<file path="src/rtl/pong_engine.sv">
// pong_engine: frame-rate pong game state (paddles, ball, serve/score FSM, beep requests).
// Ports:
//   i_clk, i_rst_n          clock and asynchronous active-low reset
//   i_frame_tick            one-cycle pulse per frame; all state advances only on it
//   i_p{1,2}_{up,dn,srv}    player buttons, already synchronised
//   o_p1_y, o_p2_y          paddle top y
//   o_ball_x, o_ball_y      ball top-left corner
//   o_score1, o_score2      player scores
//   o_state                 0 SERVE_L, 1 SERVE_R, 2 PLAY, 3 OVER
//   o_beep_low, o_beep_high tone requests, never both high
// Option: define PONG_AI_EN to make player 2 track the ball and serve by itself.
module pong_engine #(
    parameter int SCREEN_H    = 480,
    parameter int PAD_H       = 50,
    parameter int PAD_W       = 8,
    parameter int BALL_SZ     = 8,
    parameter int P1_X        = 40,
    parameter int P2_X        = 600,
    parameter int P_SPD       = 16,
    parameter int BX_SPD      = 8,
    parameter int BY_SPD      = 8,
    parameter int MAX_SCORE   = 9,
    parameter int SCORE_W     = 4,
    parameter int BEEP_FRAMES = 6
) (
    input  logic               i_clk,
    input  logic               i_rst_n,
    input  logic               i_frame_tick,
    input  logic               i_p1_up,
    input  logic               i_p1_dn,
    input  logic               i_p1_srv,
    input  logic               i_p2_up,
    input  logic               i_p2_dn,
    input  logic               i_p2_srv,
    output logic [8:0]         o_p1_y,
    output logic [8:0]         o_p2_y,
    output logic [9:0]         o_ball_x,
    output logic [8:0]         o_ball_y,
    output logic [SCORE_W-1:0] o_score1,
    output logic [SCORE_W-1:0] o_score2,
    output logic [1:0]         o_state,
    output logic               o_beep_low,
    output logic               o_beep_high
);
    typedef enum logic [1:0] {SERVE_L, SERVE_R, PLAY, OVER} state_t;

    localparam int BW = $clog2(BEEP_FRAMES + 1);
    localparam logic signed [10:0] K_YMAX = 11'(SCREEN_H - PAD_H);
    localparam logic signed [10:0] K_BMAX = 11'(SCREEN_H - BALL_SZ);
    localparam logic signed [10:0] K_LX   = 11'(P1_X + PAD_W);
    localparam logic signed [10:0] K_RX   = 11'(P2_X - BALL_SZ);
    localparam logic signed [10:0] K_MR   = 11'(P2_X + PAD_W);
    localparam logic signed [10:0] K_PS   = 11'(P_SPD);
    localparam logic signed [10:0] K_BX   = 11'(BX_SPD);
    localparam logic signed [10:0] K_BY   = 11'(BY_SPD);
    localparam logic signed [10:0] K_PH   = 11'(PAD_H);
    localparam logic signed [10:0] K_BS   = 11'(BALL_SZ);
    localparam logic signed [10:0] K_OFS  = 11'(PAD_H / 2 - BALL_SZ / 2);
    localparam logic [8:0]         K_P0   = 9'((SCREEN_H - PAD_H) / 2);
    localparam logic [8:0]         K_BY0  = 9'((SCREEN_H - PAD_H) / 2 + PAD_H / 2 - BALL_SZ / 2);

    state_t                r_state, w_next;
    logic [8:0]            r_p1_y, r_p2_y, r_by;
    logic [9:0]            r_bx;
    logic signed [10:0]    r_vx, r_vy;
    logic [SCORE_W-1:0]    r_s1, r_s2, w_s1_inc, w_s2_inc;
    logic [BW-1:0]         r_bcnt;
    logic                  r_btone, r_armed;

    logic                  w_tick, w_play, w_wall, w_hit1, w_hit2, w_miss_l, w_miss_r, w_live;
    logic                  w_srv2, w_srv_any, w_up2, w_dn2, w_park_l, w_unused;
    logic signed [10:0]    w_p1, w_p2, w_bx, w_by, w_nx, w_ny_raw, w_ny, w_nx_hit, w_park_y;

    // Paddle step with clamping to the playfield; opposing buttons cancel.
    function automatic logic [8:0] f_move(input logic signed [10:0] y, input logic up, input logic dn);
        logic signed [10:0] t;
        t = (up && !dn) ? y - K_PS : (dn && !up) ? y + K_PS : y;
        return (t < 0) ? 9'd0 : (t > K_YMAX) ? K_YMAX[8:0] : t[8:0];
    endfunction

    // The first edge after reset release is never a game step, even if a tick is present.
    assign w_tick   = i_frame_tick & r_armed;
    assign w_play   = r_state == PLAY;
    assign w_p1     = $signed({2'b00, r_p1_y});
    assign w_p2     = $signed({2'b00, r_p2_y});
    assign w_bx     = $signed({1'b0, r_bx});
    assign w_by     = $signed({2'b00, r_by});
    assign w_nx     = w_bx + r_vx;
    assign w_ny_raw = w_by + r_vy;
    assign w_wall   = w_play && ((w_ny_raw <= 0) || (w_ny_raw >= K_BMAX));
    assign w_ny     = (w_ny_raw <= 0) ? 11'sd0 : (w_ny_raw >= K_BMAX) ? K_BMAX : w_ny_raw;
    // Paddle hits only count when the ball crosses the paddle face this frame.
    assign w_hit1   = w_play && (r_vx < 0) && (w_nx <= K_LX) && (w_bx >= K_LX) &&
                      (w_ny + K_BS > w_p1) && (w_ny < w_p1 + K_PH);
    assign w_hit2   = w_play && (r_vx > 0) && (w_nx >= K_RX) && (w_bx <= K_RX) &&
                      (w_ny + K_BS > w_p2) && (w_ny < w_p2 + K_PH);
    assign w_miss_l = w_play && !w_hit1 && (w_nx < 0);
    assign w_miss_r = w_play && (w_nx > K_MR);
    assign w_live   = w_play && !w_miss_l && !w_miss_r;
    assign w_nx_hit = w_hit1 ? K_LX : w_hit2 ? K_RX : w_nx;
    assign w_s1_inc = r_s1 + 1'b1;
    assign w_s2_inc = r_s2 + 1'b1;
    // Ball is parked at the serving paddle of the state being entered (or held).
    assign w_park_l = w_play ? (w_next == SERVE_L) : (r_state == SERVE_L);
    assign w_park_y = (w_park_l ? w_p1 : w_p2) + K_OFS;
    assign w_unused = ^{w_ny[10:9], w_nx_hit[10], w_park_y[10:9]};

`ifdef PONG_AI_EN
    logic [5:0]         r_ai_cnt;
    logic               w_unused_p2;
    logic signed [10:0] w_p2c, w_bc;
    assign w_unused_p2 = ^{i_p2_up, i_p2_dn, i_p2_srv};
    assign w_p2c       = w_p2 + 11'(PAD_H / 2);
    assign w_bc        = w_by + 11'(BALL_SZ / 2);
    assign w_up2       = w_p2c > w_bc + 11'sd4;
    assign w_dn2       = w_p2c < w_bc - 11'sd4;
    // r_ai_cnt holds ticks already spent in SERVE_R, so 59 marks the 60th tick.
    assign w_srv2      = (r_state == SERVE_R) && (r_ai_cnt == 6'd59);
    assign w_srv_any   = i_p1_srv;
    always_ff @(posedge i_clk or negedge i_rst_n) begin
        if (!i_rst_n) r_ai_cnt <= '0;
        else if (w_tick) r_ai_cnt <= (r_state == SERVE_R) ? r_ai_cnt + 1'b1 : 6'd0;
    end
`else
    assign w_up2     = i_p2_up;
    assign w_dn2     = i_p2_dn;
    assign w_srv2    = i_p2_srv;
    assign w_srv_any = i_p1_srv | i_p2_srv;
`endif

    always_ff @(posedge i_clk or negedge i_rst_n) begin
        if (!i_rst_n) r_state <= SERVE_R;
        else if (w_tick) r_state <= w_next;
    end

    always_comb begin
        w_next = r_state;
        case (r_state)
            SERVE_L: w_next = i_p1_srv ? PLAY : SERVE_L;
            SERVE_R: w_next = w_srv2 ? PLAY : SERVE_R;
            PLAY:    w_next = w_miss_l ? ((w_s2_inc == SCORE_W'(MAX_SCORE)) ? OVER : SERVE_L) :
                              w_miss_r ? ((w_s1_inc == SCORE_W'(MAX_SCORE)) ? OVER : SERVE_R) : PLAY;
            OVER:    w_next = w_srv_any ? SERVE_R : OVER;
            default: w_next = r_state;
        endcase
    end

    always_comb begin
        o_state     = r_state;
        o_beep_low  = (r_bcnt != '0) && !r_btone;
        o_beep_high = (r_bcnt != '0) && r_btone;
    end

    always_ff @(posedge i_clk or negedge i_rst_n) begin
        if (!i_rst_n) begin
            r_armed <= 1'b0;
            r_p1_y  <= K_P0;
            r_p2_y  <= K_P0;
            r_bx    <= K_RX[9:0];
            r_by    <= K_BY0;
            r_vx    <= '0;
            r_vy    <= K_BY;
            r_s1    <= '0;
            r_s2    <= '0;
            r_bcnt  <= '0;
            r_btone <= 1'b0;
        end else begin
            r_armed <= 1'b1;
            if (w_tick) begin
                r_p1_y <= f_move(w_p1, i_p1_up, i_p1_dn);
                r_p2_y <= f_move(w_p2, w_up2, w_dn2);
                r_bx   <= w_live ? w_nx_hit[9:0] : (w_park_l ? K_LX[9:0] : K_RX[9:0]);
                r_by   <= w_live ? w_ny[8:0] : w_park_y[8:0];
                r_vx   <= ((r_state == SERVE_L && w_next == PLAY) || w_hit1) ? K_BX :
                          ((r_state == SERVE_R && w_next == PLAY) || w_hit2) ? -K_BX : r_vx;
                if (w_wall) r_vy <= -r_vy;
                if (r_state == OVER && w_next == SERVE_R) begin
                    r_s1 <= '0;
                    r_s2 <= '0;
                end else begin
                    if (w_miss_r) r_s1 <= w_s1_inc;
                    if (w_miss_l) r_s2 <= w_s2_inc;
                end
                // A miss outranks bounces; any event restarts the tone timer.
                if (w_miss_l || w_miss_r || w_hit1 || w_hit2 || w_wall) begin
                    r_bcnt  <= BW'(BEEP_FRAMES);
                    r_btone <= w_miss_l || w_miss_r;
                end else if (r_bcnt != '0) begin
                    r_bcnt <= r_bcnt - 1'b1;
                end
            end
        end
    end

    assign o_p1_y   = r_p1_y;
    assign o_p2_y   = r_p2_y;
    assign o_ball_x = r_bx;
    assign o_ball_y = r_by;
    assign o_score1 = r_s1;
    assign o_score2 = r_s2;
endmodule

</file>
<file path="config.mk">
export PLATFORM = sky130hd
export DESIGN_NAME = pong_engine
export DESIGN_NICKNAME = d
export VERILOG_FILES = /design/src/rtl/pong_engine.sv
export SDC_FILE = /design/constraint.sdc
export NUM_CORES = 1
export LEC_CHECK = 0
export CORE_ASPECT_RATIO = 0.6
export CORE_MARGIN = 4
export CORE_UTILIZATION = 53
export CTS_CLUSTER_SIZE = 12
export DETAILED_ROUTE_END_ITERATION = 12
export PLACE_DENSITY = 0.78
export SYNTH_ARGS = -nofsm -noshare
export SYNTH_HDL_FRONTEND = slang
export SYNTH_SLANG_ARGS = --single-unit
</file>
<file path="constraint.sdc">
create_clock -name i_clk -period 5.33 [get_ports i_clk]
set_input_delay 0.533 -clock i_clk [delete_from_list [all_inputs] [get_ports i_clk]]
set_output_delay 0.533 -clock i_clk [all_outputs]
set_load 0.02 [all_outputs]
</file>
; After elaboration in Yosys (flattened, before gate mapping)
; Index checks and enable logic that the tools add are counted.
; Widths: inputs -> output; s select.
[totals]
register_bits = 74
in_bits = 9
output_inout_bits = 49
elab_cells = 139
[op_classes]
addsub = 14
magnitude_cmp = 18
n_eq_ne = 7
mux = 33
bitwise = 2
reduce_logical = 53
[ops]
columns = operator, count
row1 = $mux 11, 6
row2 = $mux 10, 6
row3 = $mux 9, 6
row4 = $lt 11x1->1 const B, 4
row5 = $logic_and 1x1->1, 25
row6 = $gt 11x10->1, 2
row7 = $gt 11x10->1 const B, 2
row8 = $lt 11x11->1, 2
row9 = $add 9x5->10 const B, 2
row10 = $add 9x6->10 const B, 2
row11 = $sub 9x5->10 const B, 2
row12 = $mux 4, 4
row13 = $mux 2, 7
row14 = $reduce_and 2->1, 6
row15 = $add 10x11->11, 1
row16 = $add 11x11->11, 1
row17 = $add 11x5->11 const B, 1
row18 = $ge 11x10->1 const B, 1
row19 = $ge 11x11->1 const B, 1
row20 = $gt 11x1->1 const B, 1
row21 = $gt 11x11->1 const B, 1
row22 = $le 11x1->1 const B, 1
row23 = $le 11x7->1 const B, 1
row24 = $neg 11->11, 1
row25 = 18 further kinds, 41

; Longest topological paths before layout
[logic_depth]
word_depth = 18
depth_mapped = 31
mapped_depth_nobuf = 28

; Worst setup path after synthesis
; Ideal clock, no wire load.
[synth_path]
path_type = reg-to-reg
from = reg r_by[3] (netlist: o_ball_y[3])
to = reg r_by[6] (netlist: o_ball_y[6])
setup_ns = 0.092
arrival_time_ns = 5.743
required_ns = 5.238
slack_ns = -0.505
stages_incl_launch_ff = 27
path_buffers = 1
synth_period_minus_slack_ns = 5.835
cell_sequence = dfstp_2 > ha_1 > a21o_1 > a31o_1 > o221a_4 > or3_4 > and2_1 > a21oi_1 > ha_1 > nand3_1 > mux2_2 > ha_1 > o21ai_0 > a221oi_1 > o2111ai_1 > a41o_4 > a41oi_4 > buf_6 > mux2i_1 > inv_1 > ha_1 > a21o_1 > o21ai_0 > xnor2_1 > mux2i_1 > mux2i_1 > o21ai_0
[synth_between]
elab_chain_len = 18
word_cells_on_any_way = 23
classes_between = 3 x add/sub / 4 x order compare / 7 x mux / 9 x reduce/logical
[synth_rtl]
columns = item, line
row1 = start: declaration, 63  ; logic [8:0] r_p1_y, r_p2_y, r_by;
row2 = start signal: assignment, 173  ; r_by <= w_live ? w_ny[8:0] : w_park_y[8:0];
row3 = $add 10x11->11 *, 89  ; assign w_ny_raw = w_by + r_vy;
row4 = $ge 11x10->1, 91  ; assign w_ny = (w_ny_raw <= 0) ? 11'sd0 : (w_ny_raw >= K_BMAX) ? K_BMAX : w_ny_raw;
row5 = $mux 11, 91
row6 = $mux 11 *, 91
row7 = $add 11x5->11, 94  ; (w_ny + K_BS > w_p1) && (w_ny < w_p1 + K_PH);
row8 = $gt 11x10->1, 94
row9 = $logic_and 1x1->1, 93  ; assign w_hit1 = w_play && (r_vx < 0) && (w_nx <= K_LX) && (w_bx >= K_LX) &&
row10 = $logic_and 1x1->1, 94
row11 = $logic_not 1->1, 97  ; assign w_miss_l = w_play && !w_hit1 && (w_nx < 0);
row12 = $logic_and 1x1->1 (2 in series), 97
row13 = $mux 2, 141  ; PLAY: w_next = w_miss_l ? ((w_s2_inc == SCORE_W'(MAX_SCORE)) ? OVER : SERVE_L) :
row14 = $pmux 2 s4, 138  ; case (r_state)
row15 = $logic_not 2->1, 104  ; assign w_park_l = w_play ? (w_next == SERVE_L) : (r_state == SERVE_L);
row16 = $mux 1, 104
row17 = $mux 9, 105  ; assign w_park_y = (w_park_l ? w_p1 : w_p2) + K_OFS;
row18 = $add 9x5->9, 105
row19 = $mux 9 *, 173
; Every way passes the cells marked *; elsewhere a longest branch is shown, timed or not.
; A chain may end at the register's enable or synchronous reset.

; Final worst setup path
[layout_path]
from = reg r_vy[3]
to = reg r_by[6] (netlist: o_ball_y[6])
[layout_between]
elab_chain_len = 18
word_cells_on_any_way = 23
classes_between = 3 x add/sub / 4 x order compare / 7 x mux / 9 x reduce/logical
[layout_rtl]
columns = item, line
row1 = start: declaration, 65  ; logic signed [10:0] r_vx, r_vy;
row2 = start signal: assignment, 176  ; if (w_wall) r_vy <= -r_vy;
row3 = $add 10x11->11 *, 89
row4 = $ge 11x10->1, 91
row5 = $mux 11, 91
row6 = $mux 11 *, 91
row7 = $add 11x5->11, 94
row8 = $gt 11x10->1, 94
row9 = $logic_and 1x1->1, 93
row10 = $logic_and 1x1->1, 94
row11 = $logic_not 1->1, 97
row12 = $logic_and 1x1->1 (2 in series), 97
row13 = $mux 2, 141
row14 = $pmux 2 s4, 138
row15 = $logic_not 2->1, 104
row16 = $mux 1, 104
row17 = $mux 9, 105
row18 = $add 9x5->9, 105
row19 = $mux 9 *, 173
; Marked as above.

==> impl_metrics.ini <==
[critical_path]
worst_ep_required_time_ns = 5.58
critPathMaxFanout = 7
setup.worst_path.start_class = register
r2r_slack_ns = -0.25
worstReg2RegEnd = o_ball_y[6]
cp-end-kind = register
slowest_stage = dfstp_2
critPathArrivalTime_ns = 5.83
crit_type = register to register
r2r_start = r_vy[3]
cpPeakStageDelay_ns = 0.56
ff2ff_path_depth = 25

[global_routing]
overflow = 0
use_met2_pct = 42.29
grt_pass1_vias = 5467
grt_use_met3_pct = 5.670
grt_use_met1_pct = 44.00
grt_pass1_wl_um = 29060
grtUsageTotal_pct = 28.97
grt_max_degree = 59
top_usage_layer = met1
grt_antenna_before_repair = 0

[outcome]
status = finished with violations
violations = negative setup slack

[clock_tree]
cts_made_buffers = 9
cts_root_buf = clkbuf_16
ctsHoldBuffers = 0
clock_path_buffers = 2
clock_sinks = 58
clk_pin_slew_ns = 0.06
cts_max_level = 3
worstSkewPairLatency_ns = 0.34
cts_tree = done

[min_path]
hold_path.class = input pin to async pin

[place]
port_buffers = 54
gp_congestion = 0.9653
dpl.cell_count = 912
dp_slack_ns = -0.1221
dp.final_hpwl_um = 13710

[layout]
stdcell_count = 938
layout_commonest_cell = nand2_1
finish.utilization_pct = 68.74
drive_gt1_share_pct = 17.27
area_growth_pct = 26.21
diodes = 0
n_fill_cell = 830
nets = 873
mostFrequentLayoutCells = nand2_1 (66), ha_1 (61), buf_4 (57), clkdlybuf4s50_1 (53), o21ai_0 (48)

[floorplanning]
io_pins = 58
core_area_sq_um = 10600
die_h_um = 88.83
start_util_pct = 54.46
die_area_sq_um = 12680
rows = 29
die_w_um = 142.7

[logic_synthesis]
synthCells = 701
syn_area_sq_um = 5771
synth_cell_types = 73
syn_area_per_cell_sq_um = 8.232
async_flop_share_pct = 100.0
synth-edff-count = 0
synth_ff_type = dfrtp_1
synth_top_area_share_pct = 16.48
yosys_register_bits = 58
netlist_top_cells_area = dfrtp_1 (16%), ha_1 (15%), dfstp_2 (9.1%), xnor2_1 (4.9%), o21ai_0 (4.8%)
synth_top_area_cell = dfrtp_1
yosys_warnings = 0
ys_seq_area_share_pct = 25.59

[sta]
fin_crit_ns = 5.584
rsz0062_at_grt = yes
setup_viol = 3
clock_skew_ns = 0.01022
setup_slack_ns = -0.2542
hold_viol = 0
max_freq_ghz = 0.1791
worst_pin_slew_ns = 0.7855
period_share_pct = 104.8
drv_slew = 0
slew_headroom_pct = 47.08

[detailed_routing]
wl_um = 18370
ant_nets = 0
num_vias = 6004
drcViolationCount = 0
dr.first_iter.drc_count = 669
wl_per_cell_um = 19.58
avgViaCountPerCell = 6.401
drt_pass1_iterations = 5

[flow_run]
cap_violations = 0
[through the flow]
stage                       TNS, ns  hold slack [ns]  cell area (sq um)
after global placement    -0.005493           0.4460               6775
after floorplan            -0.06311           0.2374               5864
after CTS                  -0.08730           0.3863               7129
final                       -0.3998           0.3601               7283
after global routing         -1.814           0.4254               7283
after detailed placement    -0.1221           0.4452               6775
[cell type report]
type                       instances  area (sq um)  share of cell area (%)
clock buffer                       9         225.2                   3.092
clock inverter                     7         101.3                   1.392
inverter                          45         168.9                   2.319
multi-input combinational        568          4163                   57.16
sequential                        58          1476                   20.27
tap                              139         173.9                   2.388
timing repair buffer             112         974.7                   13.38
[critical path: cells and delay by family, from the launching register on]
kind | cells | cell delay, ns
buf+inv | 1 | 0.07
fa+ha+maj | 4 | 0.90
mux | 4 | 0.84
simple gates | 3 | 0.58
xor+xnor | 1 | 0.14
compound gates | 12 | 2.40
flops | 1 | 0.56
[flip-flops by register name, indices dropped and copies added (netlist names)]
name and count:
o_p1_y 8, r_vy 9, o_score1 4, o_ball_x 7, r_btone 1, o_state 2, o_score2 4, r_bcnt 3
r_vx 2, o_ball_y 9, r_armed 1, o_p2_y 8
[repair_timing]
action	in CTS	in global routing
gates resized for setup	5	20
setup endpoints to repair	2	11
pin swaps	2	8
setup buffers	2	8
[how the worst max path moves through the flow]
stage / startpoint / end / slack, ns / cells past startpoint
after global routing: o_ball_y[5] / o_ball_y[6] / -0.56 / 26
after global placement: r_vy[3] / o_ball_y[6] / -0.005 / 27
after detailed placement: r_vy[3] / o_ball_y[6] / -0.12 / 26
after floorplan: o_ball_y[3] / o_ball_y[6] / -0.06 / 27
final: r_vy[3] / o_ball_y[6] / -0.25 / 25
after CTS: o_ball_y[5] / o_ball_y[6] / -0.09 / 26
[per-layer routing]
| layer | vias up | routed length, um |
|---|---|---|
| li1 | 2753 | - |
| met1 | 2941 | 8864 |
| met2 | 281 | 7703 |
| met3 | 29 | 1545 |
| met4 | 0 | 257 |
| met5 | - | 0 |
[cells in the mapped netlist (5+ instances only)]
master    instances
nor3_1           11
xnor2_1          32
nand4_1          13
a21oi_1          40
mux2i_1          11
or3_1             5
dfrtp_1          38
o211ai_1         10
nand3b_1          5
o31ai_1          12
and2_1            7
a22o_1            7
inv_1            42
a211oi_1         10
dfstp_2          20
nor2_1           48
nor2b_1          17
and3_1            6
o21a_1            9
buf_4             5
nand2_1          66
ha_1             69
a21o_1           15
xor2_1            9
o21ai_0          55
nand3_1          22
clkbuf_1         25
or2_2             5
[logic make-up after synthesis]
group,synth area share (%)
buffers and inverters,5.637
adders and majority gates,15.31
other,0.1301
xor gates and xnor gates,6.223
muxes,2.494
AOI/OAI and AO/OA,25.22
DFF,25.59
and+or+nand+nor,19.41
Power is left out: the tool's default activity adds up to more than one toggle a clock period on the data nets, which glitch-free logic cannot reach.
